`src/rtl/sid.sv`:
```
// Shared types and lookup tables for the multiplexed SID envelope generator.
// The rate table holds SID phi2 cycles per envelope step for each 4-bit rate setting.
package sid;

  typedef logic [4:0] cycle_t;
  typedef logic [7:0] reg8_t;

  typedef struct packed {
    logic       gate;
    logic [3:0] attack;
    logic [3:0] decay;
    logic [3:0] sustain;
    logic [3:0] rel;
  } envelope_reg_t;

  typedef enum logic [1:0] {
    ST_ATTACK        = 2'd0,
    ST_DECAY_SUSTAIN = 2'd1,
    ST_RELEASE       = 2'd2
  } env_state_e;

  typedef struct packed {
    reg8_t       env_cnt;
    logic [14:0] rate_cnt;
    logic [4:0]  exp_cnt;
    env_state_e  state;
    logic        gate_prev;
    logic        hold_zero;
  } voice_state_t;

  localparam int NUM_VOICES = 6;

  localparam voice_state_t VOICE_RESET = '{
    env_cnt:   8'h00,
    rate_cnt:  15'h0000,
    exp_cnt:   5'h00,
    state:     ST_RELEASE,
    gate_prev: 1'b0,
    hold_zero: 1'b1
  };

  function automatic logic [14:0] rate_period(input logic [3:0] sel);
    logic [14:0] p;
    case (sel)
      4'd0:    p = 15'd9;
      4'd1:    p = 15'd32;
      4'd2:    p = 15'd63;
      4'd3:    p = 15'd95;
      4'd4:    p = 15'd149;
      4'd5:    p = 15'd220;
      4'd6:    p = 15'd267;
      4'd7:    p = 15'd313;
      4'd8:    p = 15'd392;
      4'd9:    p = 15'd977;
      4'd10:   p = 15'd1954;
      4'd11:   p = 15'd3126;
      4'd12:   p = 15'd3907;
      4'd13:   p = 15'd11720;
      4'd14:   p = 15'd19532;
      default: p = 15'd31251;
    endcase
    return p;
  endfunction

  // Piecewise-linear approximation of the exponential decay curve.
  function automatic logic [4:0] exp_period(input reg8_t e);
    logic [4:0] p;
    if      (e >= 8'h5E) p = 5'd1;
    else if (e >= 8'h37) p = 5'd2;
    else if (e >= 8'h1B) p = 5'd4;
    else if (e >= 8'h0F) p = 5'd8;
    else if (e >= 8'h07) p = 5'd16;
    else if (e >= 8'h01) p = 5'd30;
    else                 p = 5'd1;
    return p;
  endfunction

endpackage

```
`src/rtl/sid_adsr_step.sv`:
```
// One SID cycle of ADSR envelope advance for a single voice, purely combinational.
// Shared by all six voices; the caller presents the state of the voice in its slot.
module sid_adsr_step
  import sid::*;
(
  input  voice_state_t  cur,
  input  envelope_reg_t ereg,
  output voice_state_t  nxt
);

  env_state_e  state_s;
  logic        hold_s;
  logic [3:0]  rate_sel;
  logic [14:0] period;
  logic [14:0] rate_inc;
  logic        rate_tick;
  reg8_t       env_s;
  logic [4:0]  exp_s;

  always_comb begin
    state_s = cur.state;
    hold_s  = cur.hold_zero;
    if (ereg.gate && !cur.gate_prev) begin
      state_s = ST_ATTACK;
      hold_s  = 1'b0;
    end else if (!ereg.gate && cur.gate_prev) begin
      state_s = ST_RELEASE;
    end

    case (state_s)
      ST_ATTACK:        rate_sel = ereg.attack;
      ST_DECAY_SUSTAIN: rate_sel = ereg.decay;
      default:          rate_sel = ereg.rel;
    endcase

    // Equality-only compare: lowering the period below the count waits for the 15-bit wrap.
    period    = rate_period(rate_sel);
    rate_inc  = cur.rate_cnt + 15'd1;
    rate_tick = (rate_inc == period);

    env_s = cur.env_cnt;
    exp_s = cur.exp_cnt;
    if (rate_tick) begin
      if (state_s == ST_ATTACK) begin
        exp_s = 5'd0;
        if (!hold_s && env_s != 8'hFF) env_s = env_s + 8'd1;
        if (env_s == 8'hFF) state_s = ST_DECAY_SUSTAIN;
      end else begin
        exp_s = exp_s + 5'd1;
        if (exp_s == exp_period(cur.env_cnt)) begin
          exp_s = 5'd0;
          if (!hold_s && env_s != 8'h00 &&
              !(state_s == ST_DECAY_SUSTAIN && env_s == {ereg.sustain, ereg.sustain})) begin
            env_s = env_s - 8'd1;
            if (env_s == 8'h00) hold_s = 1'b1;
          end
        end
      end
    end

    nxt.env_cnt   = env_s;
    nxt.rate_cnt  = rate_tick ? 15'd0 : rate_inc;
    nxt.exp_cnt   = exp_s;
    nxt.state     = state_s;
    nxt.gate_prev = ereg.gate;
    nxt.hold_zero = hold_s;
  end

endmodule

```
`src/rtl/sid_adsr_mux.sv`:
```
// Six-voice time-multiplexed ADSR: voice v is advanced in pipeline cycle FIRST_CYCLE+v,
// and its new level appears on env one clock later.
module sid_adsr_mux
  import sid::*;
#(
  parameter int FIRST_CYCLE = 5
) (
  input  logic          clk,
  input  logic          res,
  input  cycle_t        cycle,
  input  envelope_reg_t ereg,
  output reg8_t         env
);

  voice_state_t voice_q [NUM_VOICES];
  voice_state_t voice_d [NUM_VOICES];
  logic [NUM_VOICES-1:0] slot_hit;
  logic [2:0]   slot_idx;
  logic         slot_valid;
  voice_state_t step_cur;
  voice_state_t step_nxt;
  reg8_t        env_q;
  reg8_t        env_d;

  always_comb begin
    slot_idx = 3'd0;
    for (int v = 0; v < NUM_VOICES; v++) begin
      if (slot_hit[v]) slot_idx = 3'(v);
    end
    slot_valid = |slot_hit;
    step_cur   = voice_q[slot_idx];
  end

  sid_adsr_step u_step (
    .cur  (step_cur),
    .ereg (ereg),
    .nxt  (step_nxt)
  );

  for (genvar gi = 0; gi < NUM_VOICES; gi++) begin : g_voice
    assign slot_hit[gi] = (int'(cycle) == FIRST_CYCLE + gi);

    always_comb begin
      voice_d[gi] = slot_hit[gi] ? step_nxt : voice_q[gi];
    end

    always_ff @(posedge clk or posedge res) begin
      if (res) voice_q[gi] <= VOICE_RESET;
      else     voice_q[gi] <= voice_d[gi];
    end
  end

  always_comb begin
    env_d = slot_valid ? step_nxt.env_cnt : env_q;
  end

  always_ff @(posedge clk or posedge res) begin
    if (res) env_q <= 8'h00;
    else     env_q <= env_d;
  end

  assign env = env_q;

endmodule

```
`config.mk`:
```
export PLATFORM = sky130hd
export DESIGN_NAME = sid_adsr_mux
export DESIGN_NICKNAME = d
export VERILOG_FILES = /design/src/rtl/sid.sv /design/src/rtl/sid_adsr_step.sv /design/src/rtl/sid_adsr_mux.sv
export SDC_FILE = /design/constraint.sdc
export NUM_CORES = 1
export LEC_CHECK = 0
export CAP_MARGIN = 20
export CORE_UTILIZATION = 40
export DETAILED_ROUTE_END_ITERATION = 10
export GPL_TIMING_DRIVEN = 0
export PLACE_DENSITY = 0.62
export SLEW_MARGIN = 5
export SYNTH_ARGS = -nofsm -noshare
export SYNTH_HDL_FRONTEND = slang
export SYNTH_SLANG_ARGS = --single-unit
```
`constraint.sdc`:
```
create_clock -name clk -period 7.5 [get_ports clk]
set_clock_uncertainty 0.1 [all_clocks]
set_input_delay 0.75 -clock clk [delete_from_list [all_inputs] [get_ports clk]]
set_output_delay 0.75 -clock clk [all_outputs]
set_load 0.01 [all_outputs]
```
==> implementation parameters <==
Parameter                              Value

STA
  Total count of max-transition violations in the final report    0
  Final setup violation count    0
  Final-report hold violation count    0
  Highest clock rate    roughly 0.14 GHz
  RSZ-0062 raised after global routing    no
  Final min period    between 7000 and 8000 ps
  Transition at the pin with the smallest max-transition slack    ~990 ps
  Slew HR    0.321
  Ratio of final minimum period to clock period    0.953

Synthesis
  Basic-gate share of the synthesized area counting and, or, nand and nor cells    0.202
  Adder-cell area share of the yosys netlist    0.0215
  Count of state elements after synthesis    200
  Fraction of synthesized cell area taken by the top area cell type    0.393
  Synth Area in Compound Gates    0.241
  Combined area of all synthesized cells    ~12000 µm²
  Synthesized instance count    roughly 1400
  Synth area leaders    dfrtp_1, nand2_1, o21ai_1
  Total nets after synthesis    approximately 1400
  Primary FF master, synth    dfrtp_1
  Count of flip-flops with a built-in enable after synthesis    0
  Library cell occupying the most area in the post-synthesis netlist    dfrtp_1
  Synth cell types    around 110
  Mapped Avg Cell Area    between 8 and 9 µm²
  Number of warnings printed during yosys synthesis    0
  Portion of netlist area occupied by mux cells    0.0418
  Largest family of logic cells by synthesized area    compound AO/OA/AOI/OAI gates
  Share of synthesized area occupied by flip-flops and latches    0.419
  Xor/xnor share of the synthesized area    0.0307
  Async set or reset register ratio after synthesis    1.00

Drt
  Routed wire length    ~44000 µm
  Overall via count from detail_route    between 10000 and 15000
  Post-route ant nets    0
  Remaining routing DRC violations    0
  Routed wirelength normalized by instance count    roughly 24 µm
  Initial drt markers    around 1300
  Per-cell via count in the routed design    6.12
  Detailed Routing Iterations Pass 1    6

Cells and area
  Proportion of layout cells with a drive suffix above 1    0.100
  Design Area, Final    roughly 14000 µm²
  Growth of design area from synthesis to finish    12.9%
  Leading cell type in the layout, fill and taps excluded    nand2_1
  Layout Nets    between 1000 and 1500
  Number of standard cells in the final layout excluding fillers    roughly 1800
  Inserted Diodes    0
  Commonest cells after routing, fill and taps aside    nand2_1, dfrtp_1, o21ai_1, o21ai_0, a21oi_1

Floorplanning
  Die Span X    roughly 180 µm
  Die Area    between 30000 and 40000 µm²
  Placeable Area    between 20000 and 30000 µm²
  Standard-cell rows    63
  Die boundary height    roughly 180 µm
  I/O pins    32
  Initial core utilization    0.405

Global routing
  Antenna violations before repair    0
  GRT Util Overall    0.289
  Maximum number of pins on one net before global-route repair    118
  Remaining global-route overflow    0
  Via count of the first global-routing pass    10700
  Global-route wire length before repair    66300 µm

Placed design
  DP HPWL    roughly 32000 µm
  PortBufs    30
  Final weighted congestion of routability-driven global placement    0.981
  Standard cell area after detailed placement    ~13000 µm²
  Inst Count DP    1804

Power and ir drop
  Total design power    between 3 and 4 mW
  Largest vdd supply drop    ~0.00017 V
  Reported leakage power    5.42 nW
  Pwr per Cell Area    250 nW/µm²

CTS
  Worst-path clk slew    about 90 ps
  Clock network latency to the later pin of the worst-skew pair    around 470 ps
  Inserted Clock Buffers    17
  Number of H-tree levels    4
  Sink Count    200
  Clock tree from TritonCTS    done
  Clk Tree Root Cell    clkbuf_16
  Worst-case clock buffer depth    2

Setup path
  Worst endpoint data arrival time    about 7400 ps
  Critical Path Source Type    input port
  CP Launch Point    cycle[0]
  Nature of the critical path endpoint    register
  Critical-path maximum fanout    10
  Worst setup path category    in -> reg
  Required time at the worst-slack endpoint    ~7700 ps
  Launching point of the worst reg2reg path    voice_q[163]

Hold path
  Type of the most critical hold path    reg -> reg
  Hold Crit Start    voice_q[32]

Job
  Max-cap violations    0

Run status
  Result of the run    completed
## per-stage QoR
step | setup slack [ps] | hold WS, ps | util | setup TNS, ps
after floorplan | 1220 | 340 | - | 0
after global placement | -1620 | 351 | 0.432 | -398310
after detailed placement | -889 | 355 | 0.433 | -93560
after CTS | 75.2 | 368 | 0.455 | 0
after global routing | 27.3 | 384 | 0.458 | 0
final | 355 | 370 | 0.458 | 0
## Yosys cell counts (6+ instances only)
library cell and count:
a211oi_1 13, a21oi_1 80, a221oi_1 6, a31oi_1 20
and2_1 8, and3_1 9, buf_1 9, buf_2 17
buf_4 7, clkbuf_1 54, dfrtp_1 188, dfstp_2 12
ha_1 19, inv_1 29, mux2i_1 23, mux4_2 10
nand2_1 263, nand2b_1 16, nand3_1 26, nand4_1 13
nor2_1 69, nor2b_1 12, nor3_1 34, o21a_1 7
o21ai_0 83, o21ai_1 127, o221ai_1 6, o22ai_1 6
o31ai_1 14, o32ai_1 9, or3_1 13, xnor2_1 22
xor2_1 13
## path summary, 6_finish.rpt
path / depth (start not counted) / to / slack [ps]
min: 2 / voice_q[32] / 370
max: 21 / voice_q[170] / 360
max in group asynchronous: 3 / voice_q[150] / 5610
max reg2reg: 18 / voice_q[170] / 1530
min reg2reg: 2 / voice_q[32] / 370
min in group asynchronous: 2 / voice_q[135] / 690
## area by class of cell
class	instances	area (µm²)
plain buffers	89	405
fillers	2897	16000
flip-flops and latches	200	5020
well taps	390	488
inverters	31	124
repair buffers	37	379
clock buffers	17	425
clock inverters	15	174
multi-input cells	1061	6510
## critical path, stage by stage
cell             delay [ps]
clkdlybuf4s50_1         490
buf_2                   230
or3b_1                  380
clkbuf_1                300
o311a_1                 230
o32a_1                  470
nor2_1                  260
maj3_1                  540
o32ai_1                 270
nor2_2                  330
ha_1                    210
buf_1                   320
o21ai_1                 150
and3_1                  180
nor4_1                  490
o32ai_1                 280
nor4_4                  490
nand3_2                 270
buf_6                   260
nand2_1                 310
o21ai_1                 140
## kinds of logic after synthesis
kind of cell               after synthesis
muxes                                   37
AOI/OAI and AO/OA                      458
buffers and inverters                  121
and+or+nand+nor                        507
adders and majority gates               21
xor gates and xnor gates                38
DFF                                    200
## repair_timing
action,CTS,global route
hold buffers,0,0
pin swaps,0,1
gates resized for setup,5,9
endpoints found under the setup margin,104,175
setup buffers,0,4
## flip-flops by register name, indices dropped and copies added, names as in the netlist
register / count
voice_q: 192
env: 8
## metal layers
metal,wire (µm),up-vias,global-route usage
met5,0,-,0
met4,2060,0,0.138
met3,3280,107,0.0505
met2,19800,536,0.450
met1,18400,5517,0.390
li1,-,5097,-
## power breakdown
group / total [mW] / internal, mW / switching [mW]
registers: 1.34 / 1.25 / 0.0982
clock network: 0.961 / 0.478 / 0.482
logic: 1.08 / 0.376 / 0.700
total: 3.38 / 2.10 / 1.28
Power figures use the tool's default switching activity.
